==> config.mk <==
export PLATFORM = sky130hd
export DESIGN_NAME = ticket_vend_ctrl
export DESIGN_NICKNAME = d
export VERILOG_FILES = /design/src/rtl/ticket_vend_ctrl.sv
export SDC_FILE = /design/constraint.sdc
export NUM_CORES = 1
export LEC_CHECK = 0
export CORE_ASPECT_RATIO = 1.75
export CORE_UTILIZATION = 52
export DETAILED_ROUTE_END_ITERATION = 10
export PLACE_DENSITY = 0.81
export SETUP_SLACK_MARGIN = 0.4
export SYNTH_ARGS = -nofsm -noshare
export SYNTH_HDL_FRONTEND = slang
export SYNTH_SLANG_ARGS = --single-unit
==> constraint.sdc <==
create_clock -name clk -period 3.26 [get_ports clk]
set_input_delay 0.489 -clock clk [delete_from_list [all_inputs] [get_ports clk]]
set_output_delay 0.489 -clock clk [all_outputs]
set_load 0.03 [all_outputs]
==> src/rtl/ticket_vend_ctrl.sv <==
// Platform-ticket vending controller: coin credit against PRICE, ticket handshake, greedy change/refund.
// Optional sales counter output enabled with `define VEND_SALES_CNT_EN.
module ticket_vend_ctrl #(
   parameter int PRICE    = 15,
   parameter int CREDIT_W = 5
`ifdef VEND_SALES_CNT_EN
   ,
   parameter int SALES_W  = 16
`endif
) (
   input  logic                clk,
   input  logic                rst,
   input  logic                coin_valid,
   input  logic [1:0]          coin,
   input  logic                cancel,
   input  logic                ticket_ready,
   input  logic                change_ready,
`ifdef VEND_SALES_CNT_EN
   output logic [SALES_W-1:0]  sales_cnt,
`endif
   output logic [CREDIT_W-1:0] credit,
   output logic                ticket_valid,
   output logic                change_valid,
   output logic [1:0]          change_coin,
   output logic                coin_reject,
   output logic                busy
);

   typedef enum logic [2:0] {
      ST_IDLE    = 3'd0,
      ST_COLLECT = 3'd1,
      ST_VEND    = 3'd2,
      ST_CHANGE  = 3'd3,
      ST_REFUND  = 3'd4
   } state_t;

   localparam logic [CREDIT_W-1:0] PRICE_C = CREDIT_W'(PRICE);
   localparam logic [CREDIT_W-1:0] ZERO_C  = {CREDIT_W{1'b0}};

   function automatic logic [CREDIT_W-1:0] coin_value(input logic [1:0] c);
      logic [CREDIT_W-1:0] v;
      case (c)
         2'b00:   v = CREDIT_W'(1);
         2'b01:   v = CREDIT_W'(5);
         2'b10:   v = CREDIT_W'(10);
         default: v = ZERO_C;
      endcase
      return v;
   endfunction

   function automatic logic [1:0] greedy_coin(input logic [CREDIT_W-1:0] amt);
      logic [1:0] c;
      if (amt >= CREDIT_W'(10)) begin
         c = 2'b10;
      end else if (amt >= CREDIT_W'(5)) begin
         c = 2'b01;
      end else begin
         c = 2'b00;
      end
      return c;
   endfunction

   state_t              state_r, state_s;
   logic [CREDIT_W-1:0] credit_r, credit_s;
   logic                ticket_valid_r, ticket_valid_s;
   logic                change_valid_r, change_valid_s;
   logic [1:0]          change_coin_r, change_coin_s;
   logic                coin_reject_r, coin_reject_s;
   logic                busy_r, busy_s;
   logic [CREDIT_W-1:0] add_s, tick_rem_s, chg_rem_s;

   // State and output registers; every output comes straight from a flop
   always_ff @(posedge clk or posedge rst) begin
      if (rst) begin
         state_r        <= ST_IDLE;
         credit_r       <= ZERO_C;
         ticket_valid_r <= 1'b0;
         change_valid_r <= 1'b0;
         change_coin_r  <= 2'b00;
         coin_reject_r  <= 1'b0;
         busy_r         <= 1'b0;
      end else begin
         state_r        <= state_s;
         credit_r       <= credit_s;
         ticket_valid_r <= ticket_valid_s;
         change_valid_r <= change_valid_s;
         change_coin_r  <= change_coin_s;
         coin_reject_r  <= coin_reject_s;
         busy_r         <= busy_s;
      end
   end

   // Next-state and next-output logic; credit decisions use the post-add/post-subtract value
   always_comb begin
      state_s        = state_r;
      credit_s       = credit_r;
      ticket_valid_s = ticket_valid_r;
      change_valid_s = change_valid_r;
      change_coin_s  = change_coin_r;
      coin_reject_s  = 1'b0;
      busy_s         = busy_r;
      add_s          = credit_r + coin_value(coin);
      tick_rem_s     = credit_r - PRICE_C;
      chg_rem_s      = credit_r - coin_value(change_coin_r);

      case (state_r)
         ST_IDLE, ST_COLLECT: begin
            if (cancel && (state_r == ST_COLLECT) && (credit_r != ZERO_C)) begin
               // cancel beats a simultaneous coin: the coin goes back, credit is refunded
               state_s        = ST_REFUND;
               change_valid_s = 1'b1;
               change_coin_s  = greedy_coin(credit_r);
               busy_s         = 1'b1;
               coin_reject_s  = coin_valid;
            end else if (coin_valid && (coin != 2'b11)) begin
               credit_s = add_s;
               if (add_s >= PRICE_C) begin
                  state_s        = ST_VEND;
                  ticket_valid_s = 1'b1;
                  busy_s         = 1'b1;
               end else begin
                  state_s = ST_COLLECT;
               end
            end else begin
               coin_reject_s = coin_valid;
            end
         end
         ST_VEND: begin
            coin_reject_s = coin_valid;
            if (ticket_ready) begin
               credit_s       = tick_rem_s;
               ticket_valid_s = 1'b0;
               if (tick_rem_s != ZERO_C) begin
                  state_s        = ST_CHANGE;
                  change_valid_s = 1'b1;
                  change_coin_s  = greedy_coin(tick_rem_s);
               end else begin
                  state_s = ST_IDLE;
                  busy_s  = 1'b0;
               end
            end else begin
               state_s = ST_VEND;
            end
         end
         ST_CHANGE, ST_REFUND: begin
            coin_reject_s = coin_valid;
            if (change_ready) begin
               credit_s = chg_rem_s;
               if (chg_rem_s == ZERO_C) begin
                  state_s        = ST_IDLE;
                  change_valid_s = 1'b0;
                  change_coin_s  = 2'b00;
                  busy_s         = 1'b0;
               end else begin
                  change_coin_s = greedy_coin(chg_rem_s);
               end
            end else begin
               state_s = state_r;
            end
         end
         default: begin
            state_s        = ST_IDLE;
            credit_s       = ZERO_C;
            ticket_valid_s = 1'b0;
            change_valid_s = 1'b0;
            change_coin_s  = 2'b00;
            busy_s         = 1'b0;
         end
      endcase
   end

   assign credit       = credit_r;
   assign ticket_valid = ticket_valid_r;
   assign change_valid = change_valid_r;
   assign change_coin  = change_coin_r;
   assign coin_reject  = coin_reject_r;
   assign busy         = busy_r;

`ifdef VEND_SALES_CNT_EN
   logic [SALES_W-1:0] sales_cnt_r;

   // Completed-sale counter, wraps naturally; refunds never touch it
   always_ff @(posedge clk or posedge rst) begin
      if (rst) begin
         sales_cnt_r <= {SALES_W{1'b0}};
      end else if ((state_r == ST_VEND) && ticket_valid_r && ticket_ready) begin
         sales_cnt_r <= sales_cnt_r + {{(SALES_W-1){1'b0}}, 1'b1};
      end else begin
         sales_cnt_r <= sales_cnt_r;
      end
   end

   assign sales_cnt = sales_cnt_r;
`endif

endmodule

=== Word level (Yosys, flattened, before mapping) ===
Cells that the tools add are included.

* Logic and storage cells: 101
* Output and inout bits: 11
* Flip-flop bits (word level): 14
* Input bits: 8

* Equal/unequal tests: 20
* Add/subtract/negate cells: 3
* Bitwise operators: 1
* Reductions and logical operators: 18
* Order comparisons: 7
* Muxes and demuxes: 45

{| class="wikitable"
|+ Operators by type and width
! kind !! number
|-
| 4-bit case mux with 3 select lines || 2
|-
| 5-bit by 4-bit greater-or-equal comparator with 1-bit output (second input constant) || 4
|-
| 2-bit 2-to-1 mux || 10
|-
| 5-bit 2-to-1 mux || 4
|-
| 2-bit != test (second input constant) || 10
|-
| 1-bit 2-to-1 mux || 17
|-
| 5-bit by 3-bit greater-or-equal comparator with 1-bit output (second input constant) || 3
|-
| 3-bit 2-to-1 mux || 5
|-
| 5-bit case mux with 3 select lines || 1
|-
| 5-bit AND reduction || 2
|-
| 5-bit nonzero test || 2
|-
| 1-bit case mux with 3 select lines || 3
|-
| 3-bit case mux with 3 select lines || 1
|-
| 4-bit AND reduction || 2
|-
| 3-bit by 2-bit equality test with 1-bit output (second input constant) || 2
|-
| 3-bit != test (second input constant) || 2
|-
| 2-bit case mux with 3 select lines || 1
|-
| 6-bit AND reduction || 1
|-
| 5-bit adder || 1
|-
| 5-bit zero test || 1
|-
| 5-bit by 4-bit subtractor with 5-bit output (second input constant) || 1
|-
| 5-bit subtractor || 1
|-
| 2-bit by 1-bit equality test with 1-bit output (second input constant) || 2
|-
| 2-bit equality test (second input constant) || 2
|-
| 10 further kinds || 14
|}

=== Depth between registers and ports, before layout ===
* Word-level depth: 9
* Gate-level depth with buffers: 10

=== Worst setup path after synthesis ===
Ideal clock, no wire load.

* Kind: reg-to-reg
* Start point: register credit_r[0], in the netlist credit[0]
* End point: register change_valid_r, in the netlist change_valid
* Setup time: 0.126 ns
* Data arrival time: 2.455 ns
* Path slack: 0.679 ns
* Cell stages (with the launch flop): 11
* Data required time: 3.134 ns
* Cells stage by stage: dfrtp_1 inv_1 ha_1 inv_1 fa_1 a21o_1 a21oi_1 xnor2_1 and4_1 o21ai_1 a221o_1

* Longest elaborated chain between the ends: 4
* Elaborated cells between the ends (all ways): 10
* Classes of those cells: 2 x add/sub; 3 x eq/ne; 5 x reduce/logical

{| class="wikitable"
|+ RTL lines
! what !! line !! text
|-
| start: declaration || 64 || <nowiki>logic [CREDIT_W-1:0] credit_r, credit_s;</nowiki>
|-
| start signal: assignment || 84 || <nowiki>credit_r <= credit_s;</nowiki>
|-
| 5-bit by 4-bit subtractor with 5-bit output (tied with other cells) || 103 || <nowiki>tick_rem_s = credit_r - PRICE_C;</nowiki>
|-
| 5-bit nonzero test (tied with other cells) || 133 || <nowiki>if (tick_rem_s != ZERO_C) begin</nowiki>
|-
| 2-bit != test (no source line) || - ||
|-
| 5-bit AND reduction (no source line) (*) || - ||
|-
| end signal: assignment || 86 || <nowiki>change_valid_r <= change_valid_s;</nowiki>
|-
| end: declaration || 66 || <nowiki>logic change_valid_r, change_valid_s;</nowiki>
|}

Mark *: on every way between the ends. The rest lies on a longest branch, timed or not.
A chain may end at the register's enable or synchronous reset.

=== Worst setup path in the final report ===
* Start point: input port coin[1]
* End point: register busy_r, in the netlist busy

* Longest elaborated chain between the ends: 6
* Elaborated cells between the ends (all ways): 11
* Classes of those cells: 1 x add/sub; 1 x order compare; 5 x eq/ne; 1 x mux; 3 x reduce/logical

{| class="wikitable"
|+ RTL lines
! what !! line !! text
|-
| start: declaration || 14 || <nowiki>input logic [1:0] coin,</nowiki>
|-
| 2-bit equality test (tied with other cells) || 42 || <nowiki>case (c)</nowiki>
|-
| 4-bit case mux with 3 select lines || 42 ||
|-
| 5-bit adder || 102 || <nowiki>add_s = credit_r + coin_value(coin);</nowiki>
|-
| 5-bit by 4-bit greater-or-equal comparator with 1-bit output || 117 || <nowiki>if (add_s >= PRICE_C) begin</nowiki>
|-
| 3-bit != test (no source line) || - ||
|-
| 6-bit AND reduction (no source line) (*) || - ||
|-
| end signal: assignment || 89 || <nowiki>busy_r <= busy_s;</nowiki>
|-
| end: declaration || 69 || <nowiki>logic busy_r, busy_s;</nowiki>
|}

Marks and branches as above.

==> impl_metrics.ini <==
[global_routing]
grt_pass1_wl_mm = 6.499
grt_use_total = 0.2776
grt_max_degree = 15
grt_overflow = 0
antenna_found_initial = 0
grt_pass1_vias = 1393

[floorplan]
fp.coreArea_um2 = 2721
ioPinCount = 19
rows = 25
chipHeight_um = 73.41
start_util = 0.5568
die_area_um2 = 3142
die_w_um = 42.81

[cts]
clk_path_buf_depth = 2
cts_sinks = 14
clk_latency_ps = 260
cts_tree = built
cts_root_buf = clkbuf_8
htree_levels = 1
cts_inserted_buffers = 3
clk_pin_slew_ps = 70

[sta]
period_minus_slack_ps = 2742
relSlewSlack = 0.5620
fin_worst_skew_ps = 6.596
fmaxAchievable_mhz = 364.7
tightestPinTransition_ps = 650.2
finalSetupViolCount = 0
fin_crit_sh = 0.8411
fin_tns_setup_ps = 0
rsz0062_at_grt = false
hold_viol = 0
slew_violations = 0

[cells_and_area]
antenna_cells = 0
final_cell_mix = clkdlybuf4s50_1, nor2_1, a21oi_1
syn_to_final_growth_pct = 15.52
drive_gt1_frac = 0.1135
fin_util = 0.6432
layout_commonest_cell = clkdlybuf4s50_1
nets = 209

[setup_path]
crit_required_ps = 3460
r2r_start = credit[0]
rrSetupSlack_ps = 670
cp_max_fo = 3
startpoint_type = input port
r2r_cells = 10
worstPathArrival_ps = 2940
end_kind = flop
crit-reg2reg-capture = busy
criticalPathCategory = in2reg

[synth]
syn_area_um2 = 1515
synth_area_per_cell_um2 = 9.019
synth-seq-cells = 14
synth_edf_count = 0
synth_nets = 191
ys_warn_count = 0
seq_area_frac_synth = 0.2312
synth_ff_type = dfrtp_1
ys_types = 60
postSynth.asyncResetShare = 1.000
synthCells = 168

[flow_run]
maxCapViolCount = 0

[min_path]
worstHoldEndpoint = change_valid
holdPathStages = 1
hp-start = change_valid
hold_path.class = reg2reg

[detailed_routing]
detail-route-antenna-nets = 0
vias = 1443
vias_per_cell = 6.807
first_iter_violations = 94
wl_per_cell_um = 19.38
routed_wl_mm = 4.108
firstDrtPassIters = 4
drc = 0

[place]
gp_congestion = 0.9642
dp_hpwl_mm = 3.042
port-buffer-count = 18

[run_status]
status = finished, final reports clean
==> worst max-delay path, cell delays in order <==
cell and delay (ps):
clkdlybuf4s50_1 500, inv_1 70, ha_1 210, fa_1 430, a21o_1 210, a21oi_2 160
xnor2_1 190, a41oi_1 140, a2111oi_2 340, o32a_1 200
==> how the worst max path moves through the flow <==
stage | depth (start not counted) | slack [ps] | to | startpoint
after floorplan | 10 | 680 | change_valid | credit[0]
after global placement | 10 | 360 | busy | coin[1]
after detailed placement | 10 | 240 | busy | coin[1]
after CTS | 10 | 430 | busy | coin[1]
after global routing | 10 | 430 | busy | coin[1]
final | 10 | 520 | busy | coin[1]
==> sequential cells by signal, summed over array words and instances (netlist names) <==
signal,flops
state_r,3
credit,5
busy,1
change_coin,2
ticket_valid,1
coin_reject,1
change_valid,1
==> layer usage <==
metal  vias up  global-route usage  wire length (um)
li1        660                   -                 -
met1       687              0.2870              1470
met2        72              0.5067              2167
met3        24             0.04423               249
met4         0              0.1667               222
met5         -                   0                 0
==> final cells by class <==
cell class	instances	area (um^2)
Multi-Input combinational cell	140	1094
Fill cell	233	970.9
Tap cell	27	33.78
Inverter	8	30.03
Sequential cell	14	350.3
Timing Repair Buffer	19	187.7
Clock buffer	4	55.05
==> kinds of logic (layout without fill, tap and decap cells) <==
group,count (synthesis),after routing,synth area share
buffers and inverters,14,31,0.04954
and+or+nand+nor,49,49,0.1842
AOI/OAI and AO/OA,58,58,0.2849
DFF,14,14,0.2312
xor gates and xnor gates,11,11,0.06854
adders and majority gates,15,15,0.1338
muxes,7,7,0.04789
==> through the flow <==
step	cell area, um^2	instances	worst slack [ps]	hold slack [ps]
2_1_floorplan	1515	168	678.6	378.2
3_3_place_gp	1692	208	363.8	498.2
3_5_place_dp	1692	208	242.4	505.6
4_1_cts	1747	212	434.3	520.9
5_1_grt	1750	212	431.8	544.1
6_report	1750	212	518.1	518.5
==> timing repair <==
item / in CTS / in global routing
hold buffers: 0 / 0
hold endpoints to repair: 0 / 0
gates resized for setup: 0 / 1
endpoints found under the setup margin: 0 / 2
buffers inserted: 0 / 0
==> cells in the mapped netlist, types with 4 or more instances <==
cell type | number | area (um^2)
a211oi_1 | 4 | 30.03
inv_1 | 8 | 30.03
a21o_1 | 5 | 37.54
o21ai_0 | 6 | 30.03
nand2_1 | 10 | 37.54
xnor2_1 | 5 | 43.79
dfrtp_1 | 14 | 350.3
mux2i_1 | 5 | 50.05
nor2_1 | 16 | 60.06
xor2_1 | 5 | 43.79
ha_1 | 13 | 162.7
a21oi_1 | 16 | 80.08
Power is not shown: default switching activity piles up to over one toggle a cycle in this logic, so the estimate is an artifact.
